==> src/rtl/base_pkg.sv <==
// Shared nucleotide encoding and serializer FSM state type.
// Bases are 2-bit codes chosen so that complementing a base is a plain bitwise NOT.
package base_pkg;

  typedef logic [1:0] base_t;

  localparam base_t BASE_A = 2'b00;
  localparam base_t BASE_C = 2'b01;
  localparam base_t BASE_G = 2'b10;
  localparam base_t BASE_T = 2'b11;

  typedef enum logic {
    StIdle,
    StShift
  } ser_state_e;

  // A<->T, C<->G
  function automatic base_t base_comp(base_t b);
    return ~b;
  endfunction

endpackage

==> src/rtl/base_serializer_if.sv <==
// Word-in / base-out stream bundle for base_serializer.
// The slave modport is the serializer's view; the master modport is the producer/consumer side.
interface base_serializer_if
  import base_pkg::*;
#(
  parameter int unsigned B = 4
);
  logic           in_valid;
  logic           in_ready;
  logic [2*B-1:0] in_data;
  logic           in_dir;
  logic           in_comp;
  logic           out_valid;
  logic           out_ready;
  base_t          out_sym;
  logic           out_last;

  modport slave (
    input  in_valid, in_data, in_dir, in_comp, out_ready,
    output in_ready, out_valid, out_sym, out_last
  );

  modport master (
    output in_valid, in_data, in_dir, in_comp, out_ready,
    input  in_ready, out_valid, out_sym, out_last
  );
endinterface

==> src/rtl/base_serializer.sv <==
// Serializes a packed word of B bases into one 2-bit base per beat, with selectable order
// and optional complement. Sustains one base per cycle across back-to-back words.
module base_serializer
  import base_pkg::*;
#(
  parameter int unsigned B = 4
) (
  input  logic               clk,
  input  logic               reset,
  base_serializer_if.slave   bus,
  output logic               busy
);

  localparam int unsigned W     = 2 * B;
  localparam int unsigned CNT_W = (B > 1) ? $clog2(B) : 1;

  ser_state_e       state_q, state_d;
  logic [W-1:0]     word_q, word_d;
  logic [CNT_W-1:0] cnt_q, cnt_d;
  logic             dir_q, dir_d;
  logic             comp_q, comp_d;

  base_t raw_sym;
  logic  accept;
  logic  xfer;

  always_comb begin
    raw_sym       = dir_q ? word_q[W-1 -: 2] : word_q[1:0];
    bus.out_valid = (state_q == StShift);
    bus.out_last  = bus.out_valid && (cnt_q == '0);
    bus.out_sym   = bus.out_valid ? (comp_q ? base_comp(raw_sym) : raw_sym) : BASE_A;
    // A new word may enter on the final beat so the stream has no bubble.
    bus.in_ready  = !reset && ((state_q == StIdle) || (bus.out_last && bus.out_ready));
    busy          = bus.out_valid;
    accept        = bus.in_valid && bus.in_ready;
    xfer          = bus.out_valid && bus.out_ready;
  end

  always_comb begin
    state_d = state_q;
    word_d  = word_q;
    cnt_d   = cnt_q;
    dir_d   = dir_q;
    comp_d  = comp_q;
    unique case (state_q)
      StIdle: begin
        if (accept) begin
          state_d = StShift;
          word_d  = bus.in_data;
          cnt_d   = CNT_W'(B - 1);
          dir_d   = bus.in_dir;
          comp_d  = bus.in_comp;
        end
      end
      StShift: begin
        if (accept) begin
          word_d = bus.in_data;
          cnt_d  = CNT_W'(B - 1);
          dir_d  = bus.in_dir;
          comp_d = bus.in_comp;
        end else if (xfer) begin
          if (bus.out_last) begin
            state_d = StIdle;
          end else begin
            word_d = dir_q ? (word_q << 2) : (word_q >> 2);
            cnt_d  = cnt_q - CNT_W'(1);
          end
        end
      end
      default: state_d = StIdle;
    endcase
  end

  always_ff @(posedge clk) begin
    if (reset) begin
      state_q <= StIdle;
      word_q  <= '0;
      cnt_q   <= '0;
      dir_q   <= 1'b0;
      comp_q  <= 1'b0;
    end else begin
      state_q <= state_d;
      word_q  <= word_d;
      cnt_q   <= cnt_d;
      dir_q   <= dir_d;
      comp_q  <= comp_d;
    end
  end

endmodule

==> src/flat_wrapper.sv <==
// flat-port wrapper written by rule: the top's interface ports become plain ports
module base_serializer_flat import base_pkg::*;
#(
  parameter int unsigned B = 4
)
  (clk, reset, busy, bus_in_valid, bus_in_data, bus_in_dir, bus_in_comp, bus_out_ready, bus_in_ready, bus_out_valid, bus_out_sym, bus_out_last);
  base_serializer_if #(.B(B)) bus_i ();
  input  logic clk;
  input  logic reset;
  output logic busy;
  input wire logic [$bits(bus_i.in_valid)-1:0] bus_in_valid;
  input wire logic [$bits(bus_i.in_data)-1:0] bus_in_data;
  input wire logic [$bits(bus_i.in_dir)-1:0] bus_in_dir;
  input wire logic [$bits(bus_i.in_comp)-1:0] bus_in_comp;
  input wire logic [$bits(bus_i.out_ready)-1:0] bus_out_ready;
  output wire logic [$bits(bus_i.in_ready)-1:0] bus_in_ready;
  output wire logic [$bits(bus_i.out_valid)-1:0] bus_out_valid;
  output wire logic [$bits(bus_i.out_sym)-1:0] bus_out_sym;
  output wire logic [$bits(bus_i.out_last)-1:0] bus_out_last;
  assign bus_i.in_valid = bus_in_valid;
  assign bus_i.in_data = bus_in_data;
  assign bus_i.in_dir = bus_in_dir;
  assign bus_i.in_comp = bus_in_comp;
  assign bus_i.out_ready = bus_out_ready;
  assign bus_in_ready = bus_i.in_ready;
  assign bus_out_valid = bus_i.out_valid;
  assign bus_out_sym = bus_i.out_sym;
  assign bus_out_last = bus_i.out_last;
  base_serializer #(.B(B)) u_core (.clk(clk), .reset(reset), .bus(bus_i), .busy(busy));
endmodule
==> config.mk <==
export PLATFORM = sky130hd
export DESIGN_NAME = base_serializer_flat
export DESIGN_NICKNAME = d
export VERILOG_FILES = /design/src/rtl/base_pkg.sv /design/src/rtl/base_serializer_if.sv /design/src/rtl/base_serializer.sv /design/src/flat_wrapper.sv
export SDC_FILE = /design/constraint.sdc
export NUM_CORES = 1
export LEC_CHECK = 0
export BUFFER_PORTS_ARGS = -buffer_cell sky130_fd_sc_hd__buf_2
export CORE_AREA = 2 2 44 46
export CTS_BUF_LIST = sky130_fd_sc_hd__clkbuf_2
export DETAILED_ROUTE_END_ITERATION = 16
export DIE_AREA = 0 0 46 48
export PLACE_DENSITY = 0.79
export SLEW_MARGIN = 20
export SYNTH_ARGS = -nofsm -noshare
export SYNTH_HDL_FRONTEND = slang
export SYNTH_SLANG_ARGS = --single-unit
export TNS_END_PERCENT = 10
==> constraint.sdc <==
create_clock -name clk -period 1.5 [get_ports clk]
set_input_delay 0.075 -clock clk [delete_from_list [all_inputs] [get_ports clk]]
set_output_delay 0.075 -clock clk [all_outputs]
set_load 0.01 [all_outputs]
Word level (Yosys, flattened, before mapping)
Index checks and enable logic that the tools add are counted.
- word-level logic and storage cells: 41
- bits in registers: 13
- output and inout port bits: 6
- input bits: 14
- multiplexer cells: 21
- add/sub/neg operators: 1
- reduce and logical (&&, ||, !) cells: 9
- bitwise operators: 2
- equal/unequal tests: 3
- operators with widths (kind ; number):
    $mux W8 ; 5
    $pmux W8 S2 ; 1
    $mux W2 ; 7
    $mux W1 ; 6
    $ne A3 B3 Y1 const B ; 2
    $logic_and A1 B1 Y1 ; 5
    $pmux W2 S2 ; 1
    $reduce_and A3 Y1 ; 1
    $logic_not A2 Y1 ; 1
    $ne A2 B1 Y1 const B ; 1
    $not A2 Y2 ; 1
    $pmux W1 S2 ; 1
    $sub A2 B1 Y2 const B ; 1
    $logic_not A1 Y1 ; 1
    $logic_or A1 B1 Y1 ; 1
    $not A1 Y1 ; 1

Logic depth before layout (Yosys ltp)
Gate-level depths: netlist of the first run.
- depth in word-level cells: 8
- mapped depth: 7
- gate-level depth less buffers: 6

Worst setup path after synthesis of the first run
No wires, ideal clock.
- path type: register -> register
- start point: reg u_core.cnt_q[0]
- end point: reg u_core.cnt_q[0]
- library setup time: 81 ps
- period minus slack after synthesis: 1429 ps
- data arrival time: 1348 ps
- buffers on the path: 1
- stages on the path, launching flop included: 8
- setup slack: 71 ps
- data required time: 1419 ps
- cell sequence: dfxtp_1 > inv_1 > ha_1 > nand2b_2 > a21boi_4 > buf_6 > o21bai_1 > a41oi_1
- longest elaborated chain between the ends: 8
- elaborated cells between the ends (all ways): 15
- those cells by class: 1 x add/sub; 3 x eq/ne; 4 x mux; 7 x reduce/logical
- ends and longest elaborated chain (item ; RTL line ; RTL):
    start: declaration ; base_serializer.sv:19 ; logic [CNT_W-1:0] cnt_q, cnt_d;
    start signal: assignment ; base_serializer.sv:84 ; cnt_q <= cnt_d;
    parallel branches: the longest is 8 deep, another holds $sub A2 B1 Y2 ; - ;
Parallel ways; which one is timed is not known. The select of a mux whose other input is x is not followed.
A chain may end at the register's enable or synchronous reset.

Worst setup path in the final report of the first run
- start point: reg u_core.cnt_q[0]
- end point: reg u_core.word_q[3]
- longest elaborated chain between the ends: 8
- elaborated cells between the ends (all ways): 12
- those cells by class: 3 x eq/ne; 2 x mux; 7 x reduce/logical
- ends and longest elaborated chain (item ; RTL line ; RTL):
    $logic_not A2 Y1 * ; base_serializer.sv:30 ; bus.out_last = bus.out_valid && (cnt_q == '0);
    $logic_and A1 B1 Y1 * ; base_serializer.sv:30 ;
    $logic_and A1 B1 Y1 ; base_serializer.sv:33 ; bus.in_ready = !reset && ((state_q == StIdle) || (bus.out_last && bus.out_ready));
    $logic_or A1 B1 Y1 ; base_serializer.sv:33 ;
    $logic_and A1 B1 Y1 ; base_serializer.sv:33 ;
    $logic_and A1 B1 Y1 ; base_serializer.sv:35 ; accept = bus.in_valid && bus.in_ready;
    $ne A3 B3 Y1 (no source line) (tied with other cells) ; - ;
    $reduce_and A3 Y1 (no source line) or $pmux W8 S2 (tied branches) ; - ;
    end signal: assignment ; base_serializer.sv:83 ; word_q <= word_d;
    end: declaration ; base_serializer.sv:18 ; logic [W-1:0] word_q, word_d;
Every way passes the cells marked *; elsewhere a longest branch is shown, timed or not.

==> results.md, run 1 <==
* Logic pwr share at about 30%
* Num rows at 15
* Global route total overflow at 0
* YS warnings at 0
* Slowest cell on the critical path: dfxtp_2
* Initial antenna violation count at 0
* Drt pass-1 iters at 4
* Hold Violations, Final at 0
* WHS Path Cells at 3
* Starting Density at about 47%
* Yosys cell types at 28
* Clock Sinks at 13
* Crit end category: register
* Routed vias at between 600 and 700
* Seq/Total Area, Yosys at around a third
* Min-Delay Startpoint: bus_in_comp
* # diodes at 0
* Top post-synthesis cells by area: dfxtp_1 33%, mux2i_1 13%, mux2_2 5.7%
* Leak at between 0.0004 and 0.0005 uW
* Final setup TNS at 0 ns
* R2R Path End: u_core.word_q[3]$_SDFFE_PP0P_
* Final net count at ~120
* Avg WL per Cell at roughly 14 um
* Switching part of the total power at 31.1%
* Post-route worst setup slack at ~0.058 ns
* Share of layout cells above drive strength 1 at ~44%
* Die Y at between 40 and 50 um
* # setup viols final at 0
* Synth async-reset ratio at 0%
* Cts hold-fix bufs at 0
* Minimum clock period at roughly 1.4 ns
* Final Util at between 50% and 60%
* CTS root buf: clkbuf_2
* WL final at 1.72 mm
* Hold WS at between 0.02 and 0.03 ns
* Number of synthesized flops with an enable pin at 0
* Sequential Power Share at approximately 48%
* Worst-path cell chain: inv_1, ha_2, nand2b_4, a21boi_4, nand2b_1, o22ai_1
* Power, Total at 849 uW
* CTS buffer count at 3
* Hold WC Path Type: input port to register
* Clk_skew at 0.00286 ns
* Clock Tree Buf Depth at 2
* CTS tree: done
* Reg2reg setup slack at around 0.058 ns
* Net Count, Synth at between 90 and 100
* Worst skew pair latency at between 0.2 and 0.3 ns
* Status: completed
* Count leader, synth: dfxtp_1
* Yosys top cell by area: dfxtp_1
* Top_reg_cell synth: dfxtp_1
* Core ar. at approximately 1700 um^2
* 1st-iter DRT viols at 9
* P&R area growth vs syn at 23.5%
* Top cells by count, synth: 13 x dfxtp_1, 10 x mux2i_1, 7 x nand2b_1, 7 x nor2_1, 5 x inv_1
* P_sw at about 260 uW
* Worst-path maximum fanout at 7
* DRC viols at 0
* Clock Power Share at around 22%
* Slew Viols, Final at 0
* Largest net degree at the start of global routing at 16
* Syn Inst Count at 83
* Placement Setup Slack at -0.0438 ns
* Die Width at 46 um
* Antenna-violating nets left at 0
* Global Route Usage Sum at around 16%
* Internal Pwr Total at roughly 590 uW
* Startpoint Class: register
* Max Clock Freq at 0.694 GHz
* Synth Cell Area at between 700 and 800 um^2
* Min-Delay Endpoint: u_core.comp_q$_SDFFE_PP0P_
* Drt via density at approximately 5.2
* Port buffer count at 19
* Mapped Avg Cell Area at between 9 and 10 um^2
* Critical Path RT at between 1.5 and 2 ns
* CP Class: register to register
* Slew headroom at ~70%
* Worst EP arrival at about 1.6 ns
* Clock transition at path regs at around 0.13 ns
* Maxcap violations at 0
* HPWL Detailed at between 1 and 1.5 mm
* Synth Register Bits at 13
* Vias in the first global route at 570
* # IOs at 20
* Reg2reg path depth at 6
* Reg2reg start: u_core.cnt_q[0]$_SDFFE_PP0P_
* Die area at between 2000 and 2500 um^2
* Worst slew pin tran at approximately 0.44 ns
* GPL Wtd Cong at 0.755
* RSZ-0062 raised after global routing: yes
* Share of the synthesized area in the top cell type at ~33%
* H-tree levels at 1
* Period utilization at 96.1%
* Slowest stage delay, CP at 0.35 ns
* Peak supply drop at approximately 0.6 mV
* Power Density at roughly 860 nW/um^2
* First-pass GRT wire length at ~2.4 mm
## repair_timing
item | CTS | global route
gates resized for setup | 2 | 8
pin swaps | 2 | 2
endpoints found under the setup margin | 7 | 14
buffers inserted | 0 | 2
## layer usage
layer  GRT usage, %  wire, um  up-vias
met2           26.7       811       20
met1           19.4       805      284
met3           3.40        65        4
met4           10.3        34        0
li1               -         -      345
met5              0         0        -
## stage by stage
stage / instances / instance area, um^2
floorplan: 83 / 797
global placement: 119 / 916
detailed placement: 119 / 916
CTS: 123 / 942
global route: 125 / 985
finish: 125 / 985
## state kept, by name, summed over array words and instances (netlist names)
name and count:
u_core.bus.out_valid 1, u_core.comp_q 1, u_core.dir_q 1, u_core.cnt_q 2, u_core.word_q 8
## worst max-delay path: cells and delay by family (launching register included)
| family | cells | cell delay, ns |
|---|---|---|
| adder cells (fa/ha/maj) | 1 | 0.19 |
| AO/OA/AOI/OAI | 2 | 0.47 |
| AND/OR/NAND/NOR | 2 | 0.33 |
| buffers and inverters | 1 | 0.04 |
| flip-flops | 1 | 0.35 |
## power by group through the flow
stage,registers [uW],logic (uW),clock network [uW]
after floorplan,401,172,0
after global placement,414,221,0
after detailed placement,415,229,0
after CTS,408,233,196
after global routing,414,279,219
final,410,255,185
## cells by family (layout without fill, tap and decap cells)
| group | count (synthesis) | after routing | synth area share, % |
|---|---|---|---|
| adders and majority gates | 1 | 1 | 1.57 |
| xor gates and xnor gates | 2 | 2 | 2.20 |
| AOI/OAI and AO/OA | 17 | 17 | 17.6 |
| muxes | 14 | 14 | 18.2 |
| buffers and inverters | 10 | 35 | 6.75 |
| DFF | 13 | 13 | 32.7 |
| and+or+nand+nor | 26 | 26 | 21.0 |
## layout make-up
class	count	area (um^2)
well taps	17	21.3
fillers	145	704
flip-flops and latches	13	267
clock buffers	4	20.0
multi-input cells	60	507
inverters	5	18.8
repair buffers	26	151
## how the worst max path moves through the flow
stage	start	end	slack [ns]	cells past startpoint
after floorplan	u_core.cnt_q[0]$_SDFFE_PP0P_	u_core.cnt_q[0]$_SDFFE_PP0P_	0.07	7
after global placement	u_core.cnt_q[0]$_SDFFE_PP0P_	u_core.word_q[0]$_SDFFE_PP0P_	0.07	6
after detailed placement	u_core.cnt_q[0]$_SDFFE_PP0P_	u_core.word_q[3]$_SDFFE_PP0P_	-0.04	6
after CTS	u_core.cnt_q[0]$_SDFFE_PP0P_	u_core.word_q[7]$_SDFFE_PP0P_	0.001	7
after global routing	u_core.cnt_q[0]$_SDFFE_PP0P_	u_core.cnt_q[0]$_SDFFE_PP0P_	-0.03	7
final	u_core.cnt_q[0]$_SDFFE_PP0P_	u_core.word_q[3]$_SDFFE_PP0P_	0.06	6
## placed cells by master (no fill, tap or decap), types with 3 or more instances in the layout
cell type and count:
mux2_2 4, inv_1 5, buf_2 19, clkbuf_2 4, nor2_1 7, and2_1 3, nand2b_1 7, dfxtp_1 10
o22ai_1 4, o21ai_0 3, buf_4 6, mux2i_1 9
No activity file was read; power rests on OpenSTA's default activity.
==> run 2: changes to the inputs <==
--- a/config.mk
+++ b/config.mk
@@ -10,7 +10,9 @@
 export CTS_BUF_LIST = sky130_fd_sc_hd__clkbuf_2
 export DETAILED_ROUTE_END_ITERATION = 16
 export DIE_AREA = 0 0 46 48
+export GPL_TIMING_DRIVEN = 0
 export PLACE_DENSITY = 0.79
+export RECOVER_POWER = 100
 export SLEW_MARGIN = 20
 export SYNTH_ARGS = -nofsm -noshare
 export SYNTH_HDL_FRONTEND = slang
==> results.md, run 2 (same netlist as run 1, synthesis figures left out) <==
* # IOs at 20 (unchanged)
* CTS tree: done
* GPL Wtd Cong at 0.720 (-4.6%)
* Clk_skew at 0.00269 ns (-0.000166 ns)
* Minimum clock period at 1.43 ns (-0.0116 ns)
* Worst slew pin tran at 0.455 ns (+0.0137 ns)
* CTS buffer count at 3 (unchanged)
* Port buffer count at 19 (unchanged)
* Drt pass-1 iters at 4 (unchanged)
* Antenna-violating nets left at 0 (unchanged)
* Maxcap violations at 0 (unchanged)
* DRC viols at 0 (unchanged)
* Share of layout cells above drive strength 1 at 38.3% (-5.2 points)
* Die area at 2210 um^2 (unchanged)
* Largest Register: u_core.word_q
* Most frequent cells in the layout: 17 x buf_2, 11 x dfxtp_1, 9 x mux2i_1
* Slew headroom at 69.7% (-0.60 points)
* Die Width at 46 um (unchanged)
* Biggest regs: u_core.word_q (8), u_core.cnt_q (2)
* P&R area growth vs syn at 20.7%
* Cts hold-fix bufs at 0 (unchanged)
* First-pass GRT wire length at 2.70 mm (+10%)
* Avg WL per Cell at 13.1 um (-4.3%)
* Commonest non-fill, non-tap cell in the layout: buf_2
* WL final at 1.63 mm (-5.1%)
* Period utilization at 95.4% (-0.78 points)
* Hold Violations, Final at 0 (unchanged)
* Area after DPL at 913 um^2 (-0.27%)
* Leak at 0.000455 uW (-3.5%)
* Crit end category: register
* Max reg flops at 8 (unchanged)
* Core ar. at 1690 um^2 (unchanged)
* Initial antenna violation count at 0 (unchanged)
* Die Y at 48 um (unchanged)
* Drt via density at 5.34 (+2.2%)
* Global route total overflow at 0 (unchanged)
* Vias in the first global route at 629 (+10%)
* Max Clock Freq at 0.699 GHz (+0.81%)
* Largest net degree at the start of global routing at 11 (-5)
* Clock Tree Buf Depth at 2 (unchanged)
* CTS root buf: clkbuf_2
* HPWL Detailed at 1.20 mm (-5.7%)
* # setup viols final at 0 (unchanged)
* Design area at 962 um^2 (-2.3%)
* Slew Viols, Final at 0 (unchanged)
* Power Density at 872 nW/um^2 (+1.1%)
* Global Route Usage Sum at 17.6% (+1.4 points)
* Final net count at 123 (-0.81%)
* Critical Path RT at 1.71 ns (about the same)
* 1st-iter DRT viols at 6 (-3)
* Status: completed
* Worst skew pair latency at 0.28 ns (about the same)
* H-tree levels at 1 (unchanged)
* Startpoint Class: register
* Peak supply drop at 0.427 mV (-29%)
* Worst-path maximum fanout at 10 (+3)
* # diodes at 0 (unchanged)
* Num rows at 15 (unchanged)
* Hold WC Path Type: input port to register
* Clock Sinks at 13 (unchanged)
* Starting Density at 47.2% (unchanged)
* Routed vias at 662 (+1.4%)
* Clock transition at path regs at 0.13 ns (about the same)
* CP Class: register to register
* Power, Total at 839 uW (-1.2%)
* Worst EP arrival at 1.64 ns (about the same)
run 2: cell count changes in the layout (fill, tap and decap cells not counted), sizes merged:
cell,previous run,this run
buf,26,22
clkbuf,4,7
run 2: stage by stage:
step,TNS (ns),hold WS [ns],instances,util (%),worst slack [ns]
finish,0,0.0169,124,57.0,0.0697
detailed placement,-0.0906,0.323,119,54.1,-0.0510
global route,-0.0485,0.0115,124,57.0,-0.0440
floorplan,0,0.196,83,-,0.0710
CTS,0,0.0163,123,55.8,0.00285
global placement,-0.0225,0.312,119,54.1,-0.0139
run 2: repair_timing:
action,CTS,global route
pin swaps,0,1
endpoints found under the setup margin,6,14
resized for setup,3,6
setup buffers,0,1
gates cloned,0,0
run 2: routing by layer:
layer  vias to the layer above  global-route usage, %  wire length [um]
li1                        343                      -                 -
met4                         0                   10.3                40
met1                       297                   21.5               792
met3                         5                   4.53                64
met5                         -                      0                 0
met2                        17                   28.1               732
run 2: cell type report:
cell class	instances	area [um^2]
inverters	5	18.8
flip-flops and latches	13	263
plain buffers	5	41.3
clock buffers	4	20.0
repair buffers	20	100
multi-input cells	60	498
fillers	156	727
well taps	17	21.3
run 2: path summary, 6_finish.rpt:
path                                                    from                      endpoint  depth (start not counted)  slack (ns)
worst min-delay path                              bus_in_dir     u_core.dir_q$_SDFFE_PP0P_                          3        0.02
worst min register to register  u_core.cnt_q[0]$_SDFFE_PP0P_  u_core.cnt_q[0]$_SDFFE_PP0P_                          1        0.48
worst max register to register  u_core.cnt_q[1]$_SDFFE_PP0P_  u_core.cnt_q[0]$_SDFFE_PP0P_                          7        0.07
worst max-delay path            u_core.cnt_q[1]$_SDFFE_PP0P_  u_core.cnt_q[0]$_SDFFE_PP0P_                          7        0.07
run 2: worst max-delay path, stage by stage, from the launching register on:
cell      delay (ns)
dfxtp_1         0.36
inv_1           0.05
ha_2            0.20
nand2b_4        0.17
a21boi_4        0.17
buf_6           0.17
o21bai_1        0.07
a41oi_1         0.16
run 2: report_power, final:
group          switching, uW  internal, uW  leakage (uW)
Combinational            117           127      0.000330
Clock                    123          70.7     0.0000166
Sequential              23.5           378      0.000108
